`config.mk`:
```
export PLATFORM = sky130hd
export DESIGN_NAME = back_end_read_flat
export DESIGN_NICKNAME = d
export VERILOG_FILES = /design/src/rtl/back_end_read_if.sv /design/src/rtl/back_end_read.sv /design/src/flat_wrapper.sv
export SDC_FILE = /design/constraint.sdc
export NUM_CORES = 1
export LEC_CHECK = 0
export ABC_AREA = 1
export BUFFER_PORTS_ARGS = -buffer_cell sky130_fd_sc_hd__buf_2
export CAP_MARGIN = 25
export CORE_MARGIN = 4
export CORE_UTILIZATION = 25
export CTS_BUF_LIST = sky130_fd_sc_hd__clkbuf_16
export DETAILED_ROUTE_END_ITERATION = 6
export HOLD_SLACK_MARGIN = 0.08
export PLACE_DENSITY = 0.61
export SLEW_MARGIN = 20
export SYNTH_ARGS = -nofsm -noshare
export SYNTH_HDL_FRONTEND = slang
export SYNTH_SLANG_ARGS = --single-unit
```
`constraint.sdc`:
```
create_clock -name clk -period 2.1 [get_ports clk]
set_input_delay 0.21 -clock clk [delete_from_list [all_inputs] [get_ports clk]]
set_output_delay 0.21 -clock clk [all_outputs]
set_load 0.02 [all_outputs]
```
`src/rtl/back_end_read_if.sv`:
```
// Cache back-end read bus: refill request from cache control, refill word
// strobe back into the line buffer, and the native read-only memory port.
interface back_end_read_if #(
  parameter int unsigned FE_ADDR_W  = 32,
  parameter int unsigned FE_DATA_W  = 32,
  parameter int unsigned WORD_OFF_W = 3
);
  localparam int unsigned FE_NBYTES = FE_DATA_W / 8;
  localparam int unsigned FE_BYTE_W = $clog2(FE_NBYTES);
  localparam int unsigned LINE_W    = FE_ADDR_W - FE_BYTE_W - WORD_OFF_W;

  logic                  replace_valid;
  logic [LINE_W-1:0]     replace_addr;
  logic                  replace;
  logic                  read_valid;
  logic [WORD_OFF_W-1:0] read_addr;
  logic [FE_DATA_W-1:0]  read_rdata;
  logic                  mem_valid;
  logic [FE_ADDR_W-1:0]  mem_addr;
  logic                  mem_ready;
  logic [FE_DATA_W-1:0]  mem_rdata;

  // Back-end side: answers refill requests and masters the memory port.
  modport master (
    input  replace_valid, replace_addr, mem_ready, mem_rdata,
    output replace, read_valid, read_addr, read_rdata, mem_valid, mem_addr
  );

  // Environment side: cache control plus memory.
  modport slave (
    output replace_valid, replace_addr, mem_ready, mem_rdata,
    input  replace, read_valid, read_addr, read_rdata, mem_valid, mem_addr
  );
endinterface

```
`src/rtl/back_end_read.sv`:
```
// Cache line refill engine: on a miss, fetches all words of the line from
// memory in ascending order and strobes each word into the cache line buffer.
module back_end_read #(
  parameter int unsigned FE_ADDR_W  = 32,
  parameter int unsigned FE_DATA_W  = 32,
  parameter int unsigned WORD_OFF_W = 3
) (
  input logic              clk,
  input logic              reset,
  back_end_read_if.master  bus
);
  localparam int unsigned FE_NBYTES = FE_DATA_W / 8;
  localparam int unsigned FE_BYTE_W = $clog2(FE_NBYTES);
  localparam int unsigned LINE_W    = FE_ADDR_W - FE_BYTE_W - WORD_OFF_W;

  typedef enum logic [1:0] {
    ST_IDLE,
    ST_LOAD,
    ST_END
  } state_e;

  state_e                state_q, state_d;
  logic [WORD_OFF_W-1:0] cnt_q, cnt_d;
  logic [LINE_W-1:0]     line_q, line_d;
  logic                  read_valid_q, read_valid_d;
  logic [WORD_OFF_W-1:0] read_addr_q, read_addr_d;
  logic [FE_DATA_W-1:0]  read_rdata_q, read_rdata_d;

  // State, word counter, line address and read-back registers.
  always_ff @(posedge clk or negedge reset) begin
    if (!reset) begin
      state_q      <= ST_IDLE;
      cnt_q        <= '0;
      line_q       <= '0;
      read_valid_q <= 1'b0;
      read_addr_q  <= '0;
      read_rdata_q <= '0;
    end else begin
      state_q      <= state_d;
      cnt_q        <= cnt_d;
      line_q       <= line_d;
      read_valid_q <= read_valid_d;
      read_addr_q  <= read_addr_d;
      read_rdata_q <= read_rdata_d;
    end
  end

  // Next-state logic: accept in IDLE, fetch words in LOAD, one END cycle.
  always_comb begin
    state_d      = state_q;
    cnt_d        = cnt_q;
    line_d       = line_q;
    read_valid_d = 1'b0;
    read_addr_d  = read_addr_q;
    read_rdata_d = read_rdata_q;
    unique case (state_q)
      ST_IDLE: begin
        if (bus.replace_valid) begin
          line_d  = bus.replace_addr;
          cnt_d   = '0;
          state_d = ST_LOAD;
        end
      end
      ST_LOAD: begin
        if (bus.mem_ready) begin
          read_valid_d = 1'b1;
          read_addr_d  = cnt_q;
          read_rdata_d = bus.mem_rdata;
          // Counter wraps to zero naturally on the last word of the line.
          cnt_d        = cnt_q + WORD_OFF_W'(1);
          if (cnt_q == '1) begin
            state_d = ST_END;
          end
        end
      end
      ST_END: begin
        state_d = ST_IDLE;
      end
      default: begin
        state_d = ST_IDLE;
      end
    endcase
  end

  assign bus.replace    = (state_q != ST_IDLE);
  assign bus.mem_valid  = (state_q == ST_LOAD);
  assign bus.mem_addr   = FE_ADDR_W'({line_q, cnt_q}) << FE_BYTE_W;
  assign bus.read_valid = read_valid_q;
  assign bus.read_addr  = read_addr_q;
  assign bus.read_rdata = read_rdata_q;

endmodule

```
`src/flat_wrapper.sv`:
```
// flat-port wrapper written by rule: the top's interface ports become plain ports
module back_end_read_flat 
#(
  parameter int unsigned FE_ADDR_W  = 32,
  parameter int unsigned FE_DATA_W  = 32,
  parameter int unsigned WORD_OFF_W = 3
)
  (clk, reset, bus_replace_valid, bus_replace_addr, bus_mem_ready, bus_mem_rdata, bus_replace, bus_read_valid, bus_read_addr, bus_read_rdata, bus_mem_valid, bus_mem_addr);
  back_end_read_if #(.FE_ADDR_W(FE_ADDR_W), .FE_DATA_W(FE_DATA_W), .WORD_OFF_W(WORD_OFF_W)) bus_i ();
  input logic clk;
  input logic reset;
  input wire logic [$bits(bus_i.replace_valid)-1:0] bus_replace_valid;
  input wire logic [$bits(bus_i.replace_addr)-1:0] bus_replace_addr;
  input wire logic [$bits(bus_i.mem_ready)-1:0] bus_mem_ready;
  input wire logic [$bits(bus_i.mem_rdata)-1:0] bus_mem_rdata;
  output wire logic [$bits(bus_i.replace)-1:0] bus_replace;
  output wire logic [$bits(bus_i.read_valid)-1:0] bus_read_valid;
  output wire logic [$bits(bus_i.read_addr)-1:0] bus_read_addr;
  output wire logic [$bits(bus_i.read_rdata)-1:0] bus_read_rdata;
  output wire logic [$bits(bus_i.mem_valid)-1:0] bus_mem_valid;
  output wire logic [$bits(bus_i.mem_addr)-1:0] bus_mem_addr;
  assign bus_i.replace_valid = bus_replace_valid;
  assign bus_i.replace_addr = bus_replace_addr;
  assign bus_i.mem_ready = bus_mem_ready;
  assign bus_i.mem_rdata = bus_mem_rdata;
  assign bus_replace = bus_i.replace;
  assign bus_read_valid = bus_i.read_valid;
  assign bus_read_addr = bus_i.read_addr;
  assign bus_read_rdata = bus_i.read_rdata;
  assign bus_mem_valid = bus_i.mem_valid;
  assign bus_mem_addr = bus_i.mem_addr;
  back_end_read #(.FE_ADDR_W(FE_ADDR_W), .FE_DATA_W(FE_DATA_W), .WORD_OFF_W(WORD_OFF_W)) u_core (.clk(clk), .reset(reset), .bus(bus_i));
endmodule
```
==> results by group, run 1 <==
Outcome
  • Status: finished clean

Setup path
  • Crit path buf inv count: 3
  • Cell Chain, Critical Path: nor2_2 > buf_4 > inv_1 > buf_2
  • CP required: 1.89 ns
  • Critical Path Sink Type: primary output
  • Worst EP arrival: roughly 1.4 ns
  • CP startpoint kind: register
  • Max incr delay on CP: 0.43 ns
  • Worst path top cell family by delay: buffers and inverters
  • Crit-path slowest cell: dfrtp_1
  • Crit path kind: reg -> out
  • Critical path peak fanout: 28

Pwr
  • Leakage power: 0.00229 uW
  • Peak supply drop: 0.000531 V
  • PwrDens: 1560 nW/um2

Finish
  • Filler Cell Count: 1054
  • Ant. Diodes: 0
  • Area delta synth->final: 48.9%
  • Share of layout cells above drive strength 1: 33.7%
  • Most frequent cells in the layout: nand2_1, buf_2, dfrtp_1
  • Nets@finish: 514
  • Area of the multi-input gates: 841 um2
  • Most common cell after layout, fill and taps aside: nand2_1
  • Seq. cell area: 1700 um2

Die
  • Die height: 112 um
  • Initial Utilization: 25.8%
  • Die X: 112 um
  • Core Region: 10400 um2
  • Std-Cell Rows: 37
  • Total die area: 12500 um2
  • IO Pins: 133

Timing
  • Final hold viol count: 0
  • Unrepaired setup endpoints after global routing: false
  • Final setup viols: 0
  • Setup TNS: 0 ns
  • Rel. slew slack: 58.9%
  • Clock skew: 0.00431 ns
  • Post-route clock period utilization: 78.1%
  • Hold_ws: 0.0933 ns
  • Slew Limit Fails: 0
  • Min cycle time layout: 1.64 ns
  • Maximum clock rate: slightly above 600 MHz
  • Slew @ Worst Pin: 0.615 ns
  • Post-route setup slack: 0.460 ns

Yosys
  • Distinct cells, synth: 17
  • Cells after Synth: 297
  • Syn avg cell area: ~9 um2
  • Synth Area in Simple Gates: 29.6%
  • Area fraction in compound gates after synthesis: 0.372%
  • Adder-cell share of the synthesized area: less than 1%
  • Synth warn: 0
  • Mux cell area share after synthesis: 0%
  • Register area share after synthesis: a little over three fifths
  • Mapped Area: 2690 um2
  • Yosys reg bits: 68
  • Synth Area in XOR/XNOR: 0%
  • Main combinational cell family by area after synthesis: simple AND/OR/NAND/NOR gates

Global route
  • Routing usage on met1: 15.1%
  • GRT busiest layer: met2
  • Met2 Track Usage GR: slightly below 20%
  • All-layer global routing usage: 12.2%
  • Vias in the first global route: 2579
  • Grt met3 use: roughly 3.8%
  • Total gr overflow: 0
  • First-pass GRT wire length: 12.4 mm
  • Initial antenna violation count: 0
  • Largest net degree at the start of global routing: 69

CTS
  • CTS tree: built
  • Clk buf depth: 2
  • Clk_lat worst skew: between 0.3 and 0.4 ns
  • Root Buffer: clkbuf_16
  • Hold buffers post-CTS: 23
  • Cts repair resizes: 0
  • Clock transition at path regs: 0.05 ns
  • Clock sinks: 68
  • CTS H-tree depth: 3
  • Num CTS Buffers: 9
  • Setup repair bufs after CTS: 0

Hold path
  • Min-delay worst type: in -> reg

Drt
  • # DRC: 0
  • Vias: 2424
  • Drt total wl: 7.30 mm
  • Antenna-violating nets left: 0
  • WL/cell: approximately 12 um
  • Pre-antenna DRT Iters: 4
  • Initial DRC count: 132
  • Mean number of vias per cell: 4.11

Placed design
  • Post-DP HPWL: 4.84 mm
  • GPL Wtd Cong: roughly 0.76
  • Pre-CTS worst setup slack: 0.786 ns
  • PortBufs: 130

Flow run
  • Total of max-cap violations: 0
final cells by class:
cell class,instances,share of cell area (%)
Tap cell,136,4.25
Timing Repair Buffer,158,23.3
Clock buffer,9,5.63
Inverter,7,0.656
Clock inverter,7,2.69
Multi-Input combinational cell,205,21.0
Sequential cell,68,42.5
metal layers:
layer  vias up  part of all wire (%)
met5         -                     0
met4         0                   1.1
met1      1095                    43
met2       103                    46
met3         7                   9.1
li1       1219                     -
cells by family (layout without fill, tap and decap cells):
group,after synthesis,in the layout
simple gates,199,199
flops,68,68
buf+inv,25,181
fa+ha+maj,2,2
compound gates,2,2
other cells,1,2
synthesized netlist by cell type (all sizes together):
cell type,instances,area (um2)
buf,14,110
o21ai,2,10.0
conb,1,3.75
dfrtp,68,1700
ha,2,25.0
nand3,31,160
clkbuf,4,15.0
nand2,164,616
nor2,2,7.51
nand4,2,12.5
inv,7,26.3
final timing paths:
kind / from / end / slack [ns] / cells after the start
max reg2reg: u_core.state_q[1] / u_core.bus.read_rdata[7] / 0.80 / 5
min in group asynchronous: reset / u_core.bus.read_rdata[1] / 0.41 / 3
min reg2reg: u_core.line_q[25] / u_core.line_q[25] / 0.46 / 2
max in group asynchronous: reset / u_core.bus.read_rdata[23] / 1.34 / 3
max: u_core.state_q[0] / bus_replace / 0.46 / 4
min: bus_mem_rdata[27] / u_core.bus.read_rdata[27] / 0.09 / 3
worst reg2reg max path, cell delays in order (launching register included):
cell and delay (ns):
dfrtp_1 0.39, inv_2 0.08, nand3_2 0.08, inv_2 0.47
nand2_1 0.13, nand2_1 0.09
sequential cells by signal, indices dropped and copies added (netlist names):
register	cells
u_core.bus.read_addr	3
u_core.bus.read_rdata	32
u_core.bus.read_valid	1
u_core.cnt_q	3
u_core.line_q	27
u_core.state_q	2
report_power, final:
part,switching [uW],total (uW),internal [uW]
clock,518,1660,1150
combinational,1630,2410,782
sequential,318,2190,1870
stage by stage:
stage	power, uW	instance area, um2	utilization (%)	instances
4_1_cts	6370	4000	38.4	590
3_5_place_dp	4620	3440	33.0	551
3_3_place_gp	4550	3440	33.0	551
6_report	6260	4000	38.4	590
2_1_floorplan	3760	2690	-	298
5_1_grt	6750	4000	38.4	590
No activity file was read; power rests on OpenSTA's default activity.
==> run 2, diff against run 1 <==
Clock period 2.1 ns to 1.72 ns, I/O delays scaled along.
==> run 2 against run 1 <==
Global-route usage barely moved. Critical path type unchanged. Worst hold slack got worse by 0.0076 ns. Clock skew fell by 0.0016 ns. Die area did not move. Critical path depth did not move. First-iteration DRC count fell by 20%. Design area rose by 5.5%. Largest power group unchanged. Via count rose by 4.9%. Routed wire length rose by 2.1%. Power rose by 16%.
==> results by group, run 2 (synthesis results as in run 1) <==
Timing
  • Setup TNS: 0 ns
  • Min cycle time layout: 1.60 ns
  • Unrepaired setup endpoints after global routing: false
  • Clock skew: 0.00268 ns
  • Slew Limit Fails: 0
  • Maximum clock rate: a little over 600 MHz
  • Post-route clock period utilization: 93.2%
  • Final hold viol count: 0
  • Final setup viols: 0
  • Hold_ws: around 0.086 ns

Finish
  • Area delta synth->final: 57.1%
  • Ant. Diodes: 0
  • Most common cell after layout, fill and taps aside: nand2_1
  • Share of layout cells above drive strength 1: between 30 and 40%
  • Nets@finish: ~540
  • Largest register FFs: 32
  • Most frequent cells in the layout: nand2_1, buf_2, dfrtp_1

CTS
  • CTS H-tree depth: 3
  • CTS tree: built
  • Cts repair resizes: 0
  • Setup repair bufs after CTS: 0
  • Hold buffers post-CTS: between 50 and 60
  • Num CTS Buffers: 9
  • Clock sinks: 68
  • Clock transition at path regs: 0.05 ns
  • Clk_lat worst skew: 0.32 ns
  • Root Buffer: clkbuf_16
  • Clk buf depth: 2

Pwr
  • PwrDens: 1720 nW/um2
  • Leakage power: 0.00238 uW
  • Peak supply drop: 0.000634 V

Die
  • IO Pins: 133
  • Initial Utilization: between 20% and 30%
  • Die height: 112 um
  • Core Region: roughly 10000 um2
  • Total die area: 12500 um2
  • Std-Cell Rows: 37
  • Die X: 112 um

Setup path
  • Crit-path slowest cell: dfrtp_1
  • Worst EP arrival: about 1.4 ns
  • Cell Chain, Critical Path: nor2_2 > buf_4 > inv_1 > buf_2
  • R2r endpoint: u_core.line_q[0]
  • Cells on worst reg2reg path: 5
  • CP startpoint kind: register
  • Max incr delay on CP: 0.42 ns
  • Reg2reg start: u_core.state_q[0]
  • CP required: 1.55 ns
  • Reg2reg setup slack: 0.48 ns
  • Critical Path Sink Type: primary output
  • Worst path top cell family by delay: buffers and inverters
  • Critical path peak fanout: 28
  • Crit path buf inv count: 3
  • Crit path kind: reg -> out

Drt
  • Drt total wl: 7.45 mm
  • Vias: 2542
  • Mean number of vias per cell: 4.11
  • Antenna-violating nets left: 0
  • # DRC: 0
  • WL/cell: 12.0 um
  • Initial DRC count: between 100 and 150
  • Pre-antenna DRT Iters: 4

Global route
  • First-pass GRT wire length: roughly 12 mm
  • Vias in the first global route: 2585
  • Initial antenna violation count: 0
  • Total gr overflow: 0
  • Largest net degree at the start of global routing: 69
  • All-layer global routing usage: about an eighth

Flow run
  • Total of max-cap violations: 0

Hold path
  • Worst hold path depth: 3
  • Min-delay worst type: in -> reg
  • Min-Delay Endpoint: u_core.line_q[22]
  • Hold path startpoint: bus_replace_addr[22]

Placed design
  • GPL Wtd Cong: between 0.7 and 0.8
  • PortBufs: 130
  • Post-DP HPWL: around 4.8 mm

Outcome
  • Status: finished clean
[run 2: worst max-delay path by stage]
| stage | startpoint | cells after the start | to | slack [ns] |
|---|---|---|---|---|
| after floorplan | u_core.cnt_q[0] | 4 | u_core.cnt_q[2] | 0.54 |
| after global placement | u_core.state_q[0] | 4 | bus_replace | 0.47 |
| after detailed placement | u_core.state_q[0] | 4 | bus_replace | 0.46 |
| after CTS | u_core.state_q[0] | 4 | bus_replace | 0.10 |
| after global routing | u_core.state_q[0] | 4 | bus_replace | 0.006 |
| final | u_core.state_q[0] | 4 | bus_replace | 0.12 |
[run 2: power by group]
| group | internal [uW] | switching (uW) | leakage, uW |
|---|---|---|---|
| logic | 1020 | 2010 | 0.00140 |
| registers | 2280 | 384 | 0.000840 |
| clock network | 939 | 610 | 0.000136 |
[run 2: cell type report]
type	count	area, um2
clock buffers	9	225
clock inverters	7	27.5
fillers	1006	6190
inverters	7	26.3
multi-input cells	205	841
flip-flops and latches	68	1700
well taps	136	170
repair buffers	187	1230
[run 2: tightest hold or removal path, delay by kind of cell]
family	cells	cell delay (ns)
AND/OR/NAND/NOR	2	0.13
buffers and inverters	1	0.07
[run 2: layer usage]
layer	wire [um]	vias to the layer above	GRT usage, %	part of all wire (%)
met3	698	10	4.57	9.4
met5	0	-	0	0
met2	3370	100	19.4	45
met1	3270	1152	15.2	44
met4	103	0	4.62	1.4
li1	-	1280	-	-
[run 2: per-stage QoR]
step / utilization (%) / setup WS (ns) / area, um2 / std cells / power (uW)
floorplan: - / 0.536 / 2690 / 298 / 4590
global placement: 33.2 / 0.472 / 3460 / 552 / 5590
detailed placement: 33.2 / 0.465 / 3460 / 552 / 5670
CTS: 40.5 / 0.101 / 4220 / 619 / 7360
global route: 40.5 / 0.00595 / 4220 / 619 / 7810
finish: 40.5 / 0.117 / 4220 / 619 / 7240
